## src/rtl/valvula_gotejamento_ctrl.sv

```systemverilog
// -----------------------------------------------------------------------------
// valvula_gotejamento_ctrl
//   Sequential drip-valve driver that sits behind the drip decision logic.
//   It debounces the drip request, enforces minimum-on, maximum-on and
//   cooldown times, and holds the valve closed while the supply alarm is set.
//
//   Optional feature macro: DRIP_PULSE_EN
//     When defined, the valve pulses in OPEN (PULSE_ON ticks open, PULSE_OFF
//     ticks closed, starting open). The MIN_ON/MAX_ON timer still counts the
//     whole OPEN time. When undefined the valve is held at 1 throughout OPEN.
//
// Ports
//   clk      in   system clock, rising edge
//   rst      in   asynchronous active-high reset
//   vg       in   drip request
//   alin     in   supply alarm; 1 = abort and keep the valve closed
//   clr_to   in   one-cycle pulse clearing the sticky timeout flag
//   valve    out  registered valve drive
//   state    out  current state: IDLE=0, OPEN=1, COOL=2, FAULT=3
//   timeout  out  sticky flag, set when the maximum-on time expired
//   fault    out  1 while in FAULT
// -----------------------------------------------------------------------------
module valvula_gotejamento_ctrl #(
  parameter int PRESC     = 4,
  parameter int DEB_CYC   = 3,
  parameter int MIN_ON    = 2,
  parameter int MAX_ON    = 5,
  parameter int COOL      = 3,
  parameter int PULSE_ON  = 1,
  parameter int PULSE_OFF = 1
) (
  input  logic       clk,
  input  logic       rst,
  input  logic       vg,
  input  logic       alin,
  input  logic       clr_to,
  output logic       valve,
  output logic [1:0] state,
  output logic       timeout,
  output logic       fault
);

  typedef enum logic [1:0] {
    S_IDLE  = 2'd0,
    S_OPEN  = 2'd1,
    S_COOL  = 2'd2,
    S_FAULT = 2'd3
  } state_t;

`ifdef DRIP_PULSE_EN
  localparam bit PULSE_EN = 1'b1;
`else
  localparam bit PULSE_EN = 1'b0;
`endif

  // Counter widths sized to the largest value each counter ever holds.
  localparam int PW   = (PRESC > 1) ? $clog2(PRESC) : 1;
  localparam int DW   = (DEB_CYC > 1) ? $clog2(DEB_CYC) : 1;
  localparam int TMAX = (MAX_ON > COOL) ? MAX_ON : COOL;
  localparam int TW   = $clog2(TMAX + 1);
  localparam int PMAX = (PULSE_ON > PULSE_OFF) ? PULSE_ON : PULSE_OFF;
  localparam int QW   = $clog2(PMAX + 1);

  localparam logic [PW-1:0] PRESC_LAST = PW'(PRESC - 1);
  localparam logic [DW-1:0] DEB_LAST   = DW'(DEB_CYC - 1);
  localparam logic [TW:0]   MIN_T      = (TW+1)'(MIN_ON);
  localparam logic [TW:0]   MAX_T      = (TW+1)'(MAX_ON);
  localparam logic [TW:0]   COOL_T     = (TW+1)'(COOL);
  localparam logic [QW:0]   PON_T      = (QW+1)'(PULSE_ON);
  localparam logic [QW:0]   POFF_T     = (QW+1)'(PULSE_OFF);

  state_t          st_q, st_n;
  logic [PW-1:0]   presc_q, presc_n;
  logic [DW-1:0]   deb_q, deb_n;
  logic [TW-1:0]   tmr_q, tmr_n;
  logic [QW-1:0]   ph_tmr_q, ph_tmr_n;
  logic            phase_q, phase_n;
  logic            valve_n, timeout_n, fault_n;
  logic            tick, set_to;
  logic [TW:0]     t_el;
  logic [QW:0]     p_el;

  assign state = st_q;

  always_ff @(posedge clk or posedge rst) begin
    if (rst) begin
      st_q     <= S_IDLE;
      presc_q  <= '0;
      deb_q    <= '0;
      tmr_q    <= '0;
      ph_tmr_q <= '0;
      phase_q  <= 1'b1;
      valve    <= 1'b0;
      timeout  <= 1'b0;
      fault    <= 1'b0;
    end else begin
      st_q     <= st_n;
      presc_q  <= presc_n;
      deb_q    <= deb_n;
      tmr_q    <= tmr_n;
      ph_tmr_q <= ph_tmr_n;
      phase_q  <= phase_n;
      valve    <= valve_n;
      timeout  <= timeout_n;
      fault    <= fault_n;
    end
  end

  always_comb begin
    // The timebase only runs in the timed states; IDLE and FAULT hold it at 0
    // so nothing can wrap while waiting there.
    tick = ((st_q == S_OPEN) || (st_q == S_COOL)) && (presc_q == PRESC_LAST);
    // Ticks elapsed including the one completing on this edge.
    t_el = {1'b0, tmr_q} + {{TW{1'b0}}, tick};
    p_el = {1'b0, ph_tmr_q} + {{QW{1'b0}}, tick};

    st_n     = st_q;
    deb_n    = deb_q;
    presc_n  = '0;
    tmr_n    = '0;
    ph_tmr_n = ph_tmr_q;
    phase_n  = phase_q;
    set_to   = 1'b0;

    case (st_q)
      S_IDLE: begin
        if (vg && !alin) begin
          if (deb_q == DEB_LAST) begin
            st_n  = S_OPEN;
            deb_n = '0;
          end else begin
            deb_n = deb_q + 1'b1;
          end
        end else begin
          deb_n = '0;
        end
      end

      S_OPEN: begin
        presc_n = tick ? '0 : presc_q + 1'b1;
        tmr_n   = t_el[TW-1:0];
        if (PULSE_EN) begin
          // Phase changes always land on a tick, so the prescaler is
          // already restarting when the sub-period flips.
          if (phase_q && (p_el >= PON_T)) begin
            phase_n  = 1'b0;
            ph_tmr_n = '0;
          end else if (!phase_q && (p_el >= POFF_T)) begin
            phase_n  = 1'b1;
            ph_tmr_n = '0;
          end else begin
            ph_tmr_n = p_el[QW-1:0];
          end
        end
        if (alin) begin
          st_n = S_FAULT;
        end else if (t_el >= MAX_T) begin
          st_n   = S_COOL;
          set_to = 1'b1;
        end else if (!vg && (t_el >= MIN_T)) begin
          st_n = S_COOL;
        end
      end

      S_COOL: begin
        presc_n = tick ? '0 : presc_q + 1'b1;
        tmr_n   = t_el[TW-1:0];
        if (alin) begin
          st_n = S_FAULT;
        end else if (t_el >= COOL_T) begin
          st_n  = S_IDLE;
          deb_n = '0;
        end
      end

      S_FAULT: begin
        if (!alin) begin
          st_n = S_COOL;
        end
      end

      default: begin
        st_n = S_IDLE;
      end
    endcase

    // Every state change restarts the timebase and the pulse pattern, so a
    // period of N ticks is exactly N*PRESC cycles from the entry edge.
    if (st_n != st_q) begin
      presc_n  = '0;
      tmr_n    = '0;
      ph_tmr_n = '0;
      phase_n  = 1'b1;
    end

    // Expiry beats a simultaneous clear request.
    if (set_to) begin
      timeout_n = 1'b1;
    end else if (clr_to) begin
      timeout_n = 1'b0;
    end else begin
      timeout_n = timeout;
    end

    valve_n = (st_n == S_OPEN) && phase_n;
    fault_n = (st_n == S_FAULT);
  end

endmodule

```

## config.mk

```make
export PLATFORM = sky130hd
export DESIGN_NAME = valvula_gotejamento_ctrl
export DESIGN_NICKNAME = d
export VERILOG_FILES = /design/src/rtl/valvula_gotejamento_ctrl.sv
export SDC_FILE = /design/constraint.sdc
export NUM_CORES = 1
export LEC_CHECK = 0
export CORE_MARGIN = 3
export CORE_UTILIZATION = 38
export CTS_CLUSTER_SIZE = 30
export DETAILED_ROUTE_END_ITERATION = 7
export GPL_TIMING_DRIVEN = 0
export PLACE_DENSITY_LB_ADDON = 0.1
export SYNTH_ARGS = -nofsm -noshare
export SYNTH_HDL_FRONTEND = slang
export SYNTH_SLANG_ARGS = --single-unit
```

## constraint.sdc

```tcl
create_clock -name clk -period 2.7 [get_ports clk]
set_input_delay 0.54 -clock clk [delete_from_list [all_inputs] [get_ports clk]]
set_output_delay 0.54 -clock clk [all_outputs]
set_load 0.005 [all_outputs]
```

======== After elaboration in Yosys (flattened, before gate mapping) ========
Cells that the tools add are included.
cells by class
  equal/unequal tests ..................... 10
  shift-type cells ........................ 0
  bitwise logic cells ..................... 0
  reductions and logical operators ........ 12
  muxes and demuxes ....................... 25
  divide/modulo/power cells ............... 0
  multipliers ............................. 0
  $add $sub $neg .......................... 3
  $lt $le $gt $ge ......................... 3
operators by type and width
  operator             number
  $mux 2               15
  $eq 2x2->1 const B   5
  $ge 4x2->1 const B   2
  $pmux 2 s4           1
  $mux 1               6
  $mux 3               2
  $add 2x1->2 const B  2
  $add 3x1->4          1
  $eq 2x1->1 const B   2
  $ge 4x3->1 const B   1
  $logic_and 1x1->1    4
  $pmux 2 s2           1
  $reduce_bool 2->1    2
  $reduce_and 3->1     1
  $logic_not 1->1      2
  $logic_not 2->1      1
  $ne 2x1->1 const B   1
  $ne 2x2->1           1
  $ne 2x2->1 const B   1
  $reduce_or 2->1      1
  $logic_or 1x1->1     1
word-level totals
  memory bits (writable) .................. 0
  ROM bits ................................ 0
  bits in latches ......................... 0
  output and inout bits ................... 5
  bits of input ports ..................... 5
  memories ................................ 0
  register bits ........................... 13
  logic and storage cells ................. 61

======== Longest topological paths before layout ========
Gate-level depths: netlist of run 1.
  depth after elaboration ................. 13
  depth in mapped cells ................... 10
  gate-level depth less buffers ........... 10

======== Worst setup path before layout of run 1 ========
Ideal clock, no wire load.
  kind .................................... register to register
  start point ............................. register st_q[0] (netlist: state[0])
  end point ............................... register phase_q
  data arrival time ....................... 2874 ps
  setup time .............................. 94 ps
  clock period less this slack ............ 2968 ps
  slack ................................... -268 ps
  required time ........................... 2606 ps
  buffers on the path ..................... 0
  cell stages (with the launch flop) ...... 11
  cells stage by stage .................... dfrtp_1 -> inv_1 -> ha_1 -> and2_1 -> ha_1 -> ha_1 -> or2_1 -> a32oi_1 -> a31oi_1 -> o311a_4 -> or4_1
between the ends
  word-level cells in the longest chain between the ends .. 12
  elaborated cells between the ends (all ways) .. 22
  classes of those cells .................. add/sub (1); order compare (3); eq/ne (4); mux (10); reduce/logical (4)
RTL lines
  element                                          RTL line  text
  from (decl)                                      72        state_t st_q, st_n;
  from (signal assigned)                           97        st_q <= st_n;
  $eq 2x1->1 / $eq 2x2->1 (equally long branches)  112, 125
  $logic_or 1x1->1                                 112       tick = ((st_q == S_OPEN) || (st_q == S_COOL)) && (presc_q == PRESC_LAST);
  $logic_and 1x1->1                                112
  $add 3x1->4                                      114       t_el = {1'b0, tmr_q} + {{TW{1'b0}}, tick};
  $ge 4x2->1                                       160       end else if (!vg && (t_el >= MIN_T)) begin
  $logic_and 1x1->1                                160
  $mux 2                                           160
  $mux 2                                           157       end else if (t_el >= MAX_T) begin
  $mux 2                                           155       if (alin) begin
  $pmux 2 s4                                       125       case (st_q)
  $ne 2x2->1 (*)                                   189       if (st_n != st_q) begin
  $mux 1 (*)                                       189
  named net phase_n                                77        logic phase_q, phase_n;
  to (signal assigned)                             102       phase_q <= phase_n;
  to (decl)                                        77
Mark *: on every way through the listed nets, which the timed path passes. The rest lies on a longest branch.
A chain may end at the register's enable or synchronous reset.

======== Worst setup path after layout of run 1 ========
  start point ............................. register st_q[1] (netlist: state[1])
  end point ............................... register phase_q
The elaborated chain is that of the path after synthesis.

==> results of run 1 <==
[kinds of logic after synthesis]
kind of cell | Yosys count | share of synthesized area
simple gates | 31 | 0.197
compound gates | 24 | 0.246
flops | 13 | 0.376
buf+inv | 8 | 0.0360
fa+ha+maj | 7 | 0.101
mux | 2 | 0.0245
xor+xnor | 1 | 0.0187
[sequential cells by signal, indices dropped and copies added, names as in the netlist]
register / flops
tmr_q: 3
deb_q: 2
presc_q: 2
state: 2
fault: 1
phase_q: 1
timeout: 1
valve: 1
[cell type report]
cell class	instances	area [sq um]
multi-input combinational	65	586
fill	183	907
timing repair buffer	16	143
tap	27	33.8
clock buffer	3	22.5
buffer	2	8.76
sequential	13	329
inverter	6	27.5
clock inverter	1	5.00
[power by group]
part           switching (mW)  internal (mW)  leakage [nW]  total [mW]
registers              0.0299          0.246         0.169       0.276
logic                   0.345          0.334         0.307       0.679
clock network          0.0724         0.0550        0.0177       0.127
total                   0.448          0.635         0.494        1.08
[per-stage QoR]
step	hold WS, ps	setup TNS (ps)	area (sq um)	worst slack (ps)
6_report	525	0	1150	66.8
3_3_place_gp	506	-592	1030	-206
2_1_floorplan	416	0	902	10.9
4_1_cts	524	0	1110	11.7
3_5_place_dp	511	-606	1030	-180
5_1_grt	541	-58.8	1150	-27.1
[tightest hold or removal path, cell delays in order (launching register included)]
cell     delay [ps]
dfrtp_1         350
or3b_2          110
nor4_1           40
[layer usage]
metal	vias up	track usage	routed length [microns]
met5	-	0	0
met4	0	0.0766	42
met3	6	0.0554	103
met2	19	0.230	871
met1	346	0.180	855
li1	359	-	-
[cells in the final DEF, fill, tap and decap left out, types with 3 or more instances in the layout]
cell	count
dfrtp_1	10
o21ai_0	4
clkdlybuf4s50_1	9
nand2_1	7
nor4_1	4
ha_1	4
ha_4	3
nor2b_1	3
inv_1	4
clkbuf_4	3
nor2_1	5
buf_4	7
[worst paths after layout]
| path | startpoint | endpoint | slack, ps | cells after the start |
|---|---|---|---|---|
| min in group asynchronous | rst | deb_q[1] | 570 | 2 |
| worst min register to register | presc_q[0] | presc_q[0] | 520 | 2 |
| worst min-delay path | presc_q[0] | presc_q[0] | 520 | 2 |
| max in group asynchronous | rst | state[1] | 1760 | 2 |
| worst max-delay path | state[1] | phase_q | 70 | 10 |
| worst max register to register | state[1] | phase_q | 70 | 10 |
[repair_timing]
item / in CTS / in global routing
pin swaps: 4 / 3
setup endpoints to repair: 8 / 7
hold buffers: 0 / 0
gates cloned: 0 / 0
setup buffers: 5 / 2
gates resized for setup: 6 / 6
==> impl_metrics.toml, run 1 <==
[finish]
fin_util = 0.560
syn2layout_area_growth_pct = 33.0
layoutNonFillerInstCount = 133
antennaDiodeCount = 0
nets = 119
drive_gt1_frac = 0.330

[critical_path]
crit_arrival_ps = 2840
cp-start-kind = "flop"
criticalPathCategory = "flop to flop"
crit_top_cell = "ha_4"
path_buf_inv = 1
crit_chain = "inv_4, ha_4, and2_4, ha_4, ha_4, or2_1, a32oi_2, a31oi_2, o311a_4, or4_4"
end_kind = "flop"
cpMaxStageDelayCell = "or4_4"
cp.required_ps = 2910
cp_slowest_stage_delay_ps = 470
crit_family = "simple AND/OR/NAND/NOR gates"
cp_max_fo = 6

[timing]
max_freq_mhz = 380
finalClockSkew_ps = 2.72
post-route-period-util = 0.975
rsz0062_at_grt = "true"
worst_slew_pin_slew_ps = 506
hold_viol = 0
period_needed_ps = 2630
slew_viol_final = 0
finalSetupViolCount = 0
relSlewSlack = 0.662

[yosys]
async_reset_ff_frac = 1.00
syn_inst = 86
yosys.cell_types.count = 40
synth_top_area_frac = 0.346
synth_common_cells = "12 x dfrtp_1, 7 x ha_1, 7 x nand2_1"
ys_seq_area_frac = 0.376
synth_area_leaders = "dfrtp_1 35%, ha_1 10%, o311a_4 4.9%, nor4_1 3.6%, dfstp_2 3.0%"
ys_warn_count = 0
ys.flop_type = "dfrtp_1"
ys_ff_latch = 13
synth.most_common_cell = "dfrtp_1"
synth_edf_count = 0
syn_area_per_cell_sq_um = 10.1
yosys.area.top_type = "dfrtp_1"
syn-num-nets = 98
syn_area_sq_um = 868

[placement]
place.detailed.hpwl_microns = 1350
gp_congestion = 0.897
dp.cells = 122
port_buffers = 9

[power_and_ir_drop]
power_per_cell_area_nw_per_um2 = 937
vdd_ir_drop_max_v = 0.000661
finalPower_mw = 1.08
leakagePower_nw = 0.494

[cts]
clk_latency_ps = 280
cts_tree = "done"
htreeDepth = 1
root_buffer = "clkbuf_4"
cts_buffers = 3
clock-sinks = 13
clockBufferDepth = 2
clkSlewWorstSetupHoldPaths_ps = 90

[run]
cap_viol_max_count = 0

[grt]
antenna_found_initial = 0
grt_overflow_total = 0
grt_usage = 0.149
grt_pass1_wl_microns = 3030
grt_pass1_vias = 697
grt_max_degree = 14

[floorplanning]
die_w_microns = 53.8
fp.dieArea_sq_um = 2890
initial_core_util = 0.421
rows = 16
core_area_sq_um = 2060
die_h_microns = 53.8
num_io_pins = 10

[route]
viasPerCell = 5.49
finalWirelength_microns = 1870
first_iter_violations = 10
ant_nets = 0
detail_route.wl_per_cell_microns = 14.1
drc = 0
drt_pass1_iterations = 4
via_count = 730

[worst_hold_path]
hp-class = "flop to flop"

[outcome]
outcome = "finished, final reports clean"
(Power assumes the default switching activity.)
==> inputs of run 2 (changes only) <==
--- a/config.mk
+++ b/config.mk
@@ -6,7 +6,8 @@
 export NUM_CORES = 1
 export LEC_CHECK = 0
 export CORE_MARGIN = 3
-export CORE_UTILIZATION = 38
+export CORE_UTILIZATION = 48
+export CTS_CLUSTER_DIAMETER = 40
 export CTS_CLUSTER_SIZE = 30
 export DETAILED_ROUTE_END_ITERATION = 7
 export GPL_TIMING_DRIVEN = 0
==> run 2 against run 1 <==
Effect of this change:
- hold slack gained 6.0 ps
- critical endpoint unchanged
- die area shrank 19%
- worst setup slack lost 35 ps
- final cell count is the same
- combinational power grew 2%
- clock power shrank 4%
- core utilization grew 17 points
- critical path depth is the same
- sequential share of layout area shrank 0.092 points
==> impl_metrics.toml, run 2 (synthesized netlist as in run 1, its figures left out) <==
[finish]
antennaDiodeCount = 0
nets = 122
layout_common_cells = "10 x dfrtp_1, 10 x buf_4, 9 x clkdlybuf4s50_1"
syn2layout_area_growth_pct = 33.4
fin_util = 0.727
largest_reg_flops = 3
drive_gt1_frac = 0.312
regMostFlops = "tmr_q"

[power_and_ir_drop]
leakagePower_nw = 0.504
power_per_cell_area_nw_per_um2 = 942
p_comb_frac = 0.637
finalPower_mw = 1.09
swShare = 0.408
internal_power_uw = 646
vdd_ir_drop_max_v = 0.000752
switchingPower_uw = 446
pwr-share-seq = 0.251
pwr-share-clk = 0.112

[floorplanning]
num_io_pins = 10
die_w_microns = 48.5
fp.dieArea_sq_um = 2360
initial_core_util = 0.545
die_h_microns = 48.5
rows = 14
core_area_sq_um = 1590

[timing]
finalSetupViolCount = 0
finalClockSkew_ps = 6.80
relSlewSlack = 0.670
period_needed_ps = 2670
hold_viol = 0
rsz0062_at_grt = "true"
finalSetupTns_ps = 0
worst_slew_pin_slew_ps = 494
hold_slack_ps = 531
post-route-period-util = 0.988
slew_viol_final = 0
max_freq_mhz = 375

[grt]
grt_usage = 0.182
antenna_found_initial = 0
grt_pass1_wl_microns = 3320
grt_overflow_total = 0
grt_pass1_vias = 744
grt_max_degree = 14

[run]
cap_viol_max_count = 0

[route]
viasPerCell = 5.59
via_count = 744
finalWirelength_microns = 1990
first_iter_violations = 12
wl_met2_microns = 919
detail_route.wl_per_cell_microns = 14.9
dr.max_layer_used = "met4"
met1_length_microns = 936
drc = 0
drt_pass1_iterations = 4
ant_nets = 0
wl_met3_microns = 99

[critical_path]
criticalPathCategory = "flop to flop"
cp.required_ps = 2890
crit_chain = "inv_4, ha_4, and2_4, ha_4, ha_4, a21boi_0, o21ai_1, o21ai_1, a21oi_1, or4_1"
end_kind = "flop"
crit_top_cell = "ha_4"
cpMaxStageDelayCell = "or4_1"
crit_arrival_ps = 2860
cp_slowest_stage_delay_ps = 540
cp-start-kind = "flop"
cp_max_fo = 6

[cts]
root_buffer = "clkbuf_4"
clkSlewWorstSetupHoldPaths_ps = 90
clock-sinks = 13
cts_buffers = 3
cts_tree = "done"
clockBufferDepth = 2
clk_latency_ps = 280
htreeDepth = 1

[outcome]
outcome = "finished, final reports clean"

[worst_hold_path]
hp-class = "flop to flop"

[placement]
port_buffers = 9
gp_congestion = 0.831
place.detailed.hpwl_microns = 1310
==> run 2: power groups by stage <==
| stage | logic [mW] | clock network (mW) | registers, mW |
|---|---|---|---|
| 6_report | 0.695 | 0.122 | 0.274 |
| 5_1_grt | 0.767 | 0.139 | 0.281 |
| 4_1_cts | 0.638 | 0.121 | 0.272 |
| 3_5_place_dp | 0.566 | 0 | 0.299 |
| 3_3_place_gp | 0.556 | 0 | 0.296 |
| 2_1_floorplan | 0.425 | 0 | 0.290 |
==> run 2: layout make-up <==
type / count / area, sq um
flip-flops and latches: 13 / 329
well taps: 24 / 30.0
multi-input cells: 65 / 572
clock buffers: 4 / 26.3
inverters: 6 / 27.5
repair buffers: 19 / 165
fillers: 115 / 435
plain buffers: 2 / 8.76
==> run 2: critical path, delay by kind of cell, from the launching register on <==
family	cells	cell delay, ps
AO/OA/AOI/OAI	4	760
adder cells (fa/ha/maj)	3	630
AND/OR/NAND/NOR	2	680
buffers and inverters	1	80
flip-flops	1	430
==> run 2: path summary, 6_finish.rpt <==
check / from / cells past startpoint / endpoint / slack (ps)
setup / recovery: state[0] / 10 / phase_q / 30
hold / removal: presc_q[0] / 2 / presc_q[0] / 530
setup reg to reg: state[0] / 10 / phase_q / 30
hold reg to reg: presc_q[0] / 2 / presc_q[0] / 530
max in group asynchronous: rst / 2 / state[1] / 1760
min in group asynchronous: rst / 2 / presc_q[0] / 580
==> run 2: metal layers <==
| layer | global-route usage | vias up |
|---|---|---|
| met1 | 0.248 | 355 |
| met5 | 0 | - |
| li1 | - | 363 |
| met4 | 0.0711 | 0 |
| met2 | 0.280 | 21 |
| met3 | 0.0399 | 5 |
==> run 2: timing repair <==
action                     in CTS  in global routing
pin swaps                       3                  8
buffers inserted                4                  6
setup endpoints to repair       8                  9
cloned                          0                  0
hold buffers                    0                  0
hold endpoints to repair        0                  0
gates resized for setup         7                  3
==> run 2: through the flow <==
step / cell area (sq um) / instances / worst slack (ps)
6_report: 1160 / 133 / 32.3
5_1_grt: 1160 / 133 / -145
4_1_cts: 1100 / 127 / 4.12
3_5_place_dp: 1020 / 119 / -220
3_3_place_gp: 1020 / 119 / -168
2_1_floorplan: 902 / 86 / 10.9
==> inputs of run 3 (changes only) <==
--- a/config.mk
+++ b/config.mk
@@ -5,6 +5,7 @@
 export SDC_FILE = /design/constraint.sdc
 export NUM_CORES = 1
 export LEC_CHECK = 0
+export CAP_MARGIN = 25
 export CORE_MARGIN = 3
 export CORE_UTILIZATION = 48
 export CTS_CLUSTER_DIAMETER = 40
==> results of run 3 <==
Final layout, timing and power as in run 2 (identical DEF).
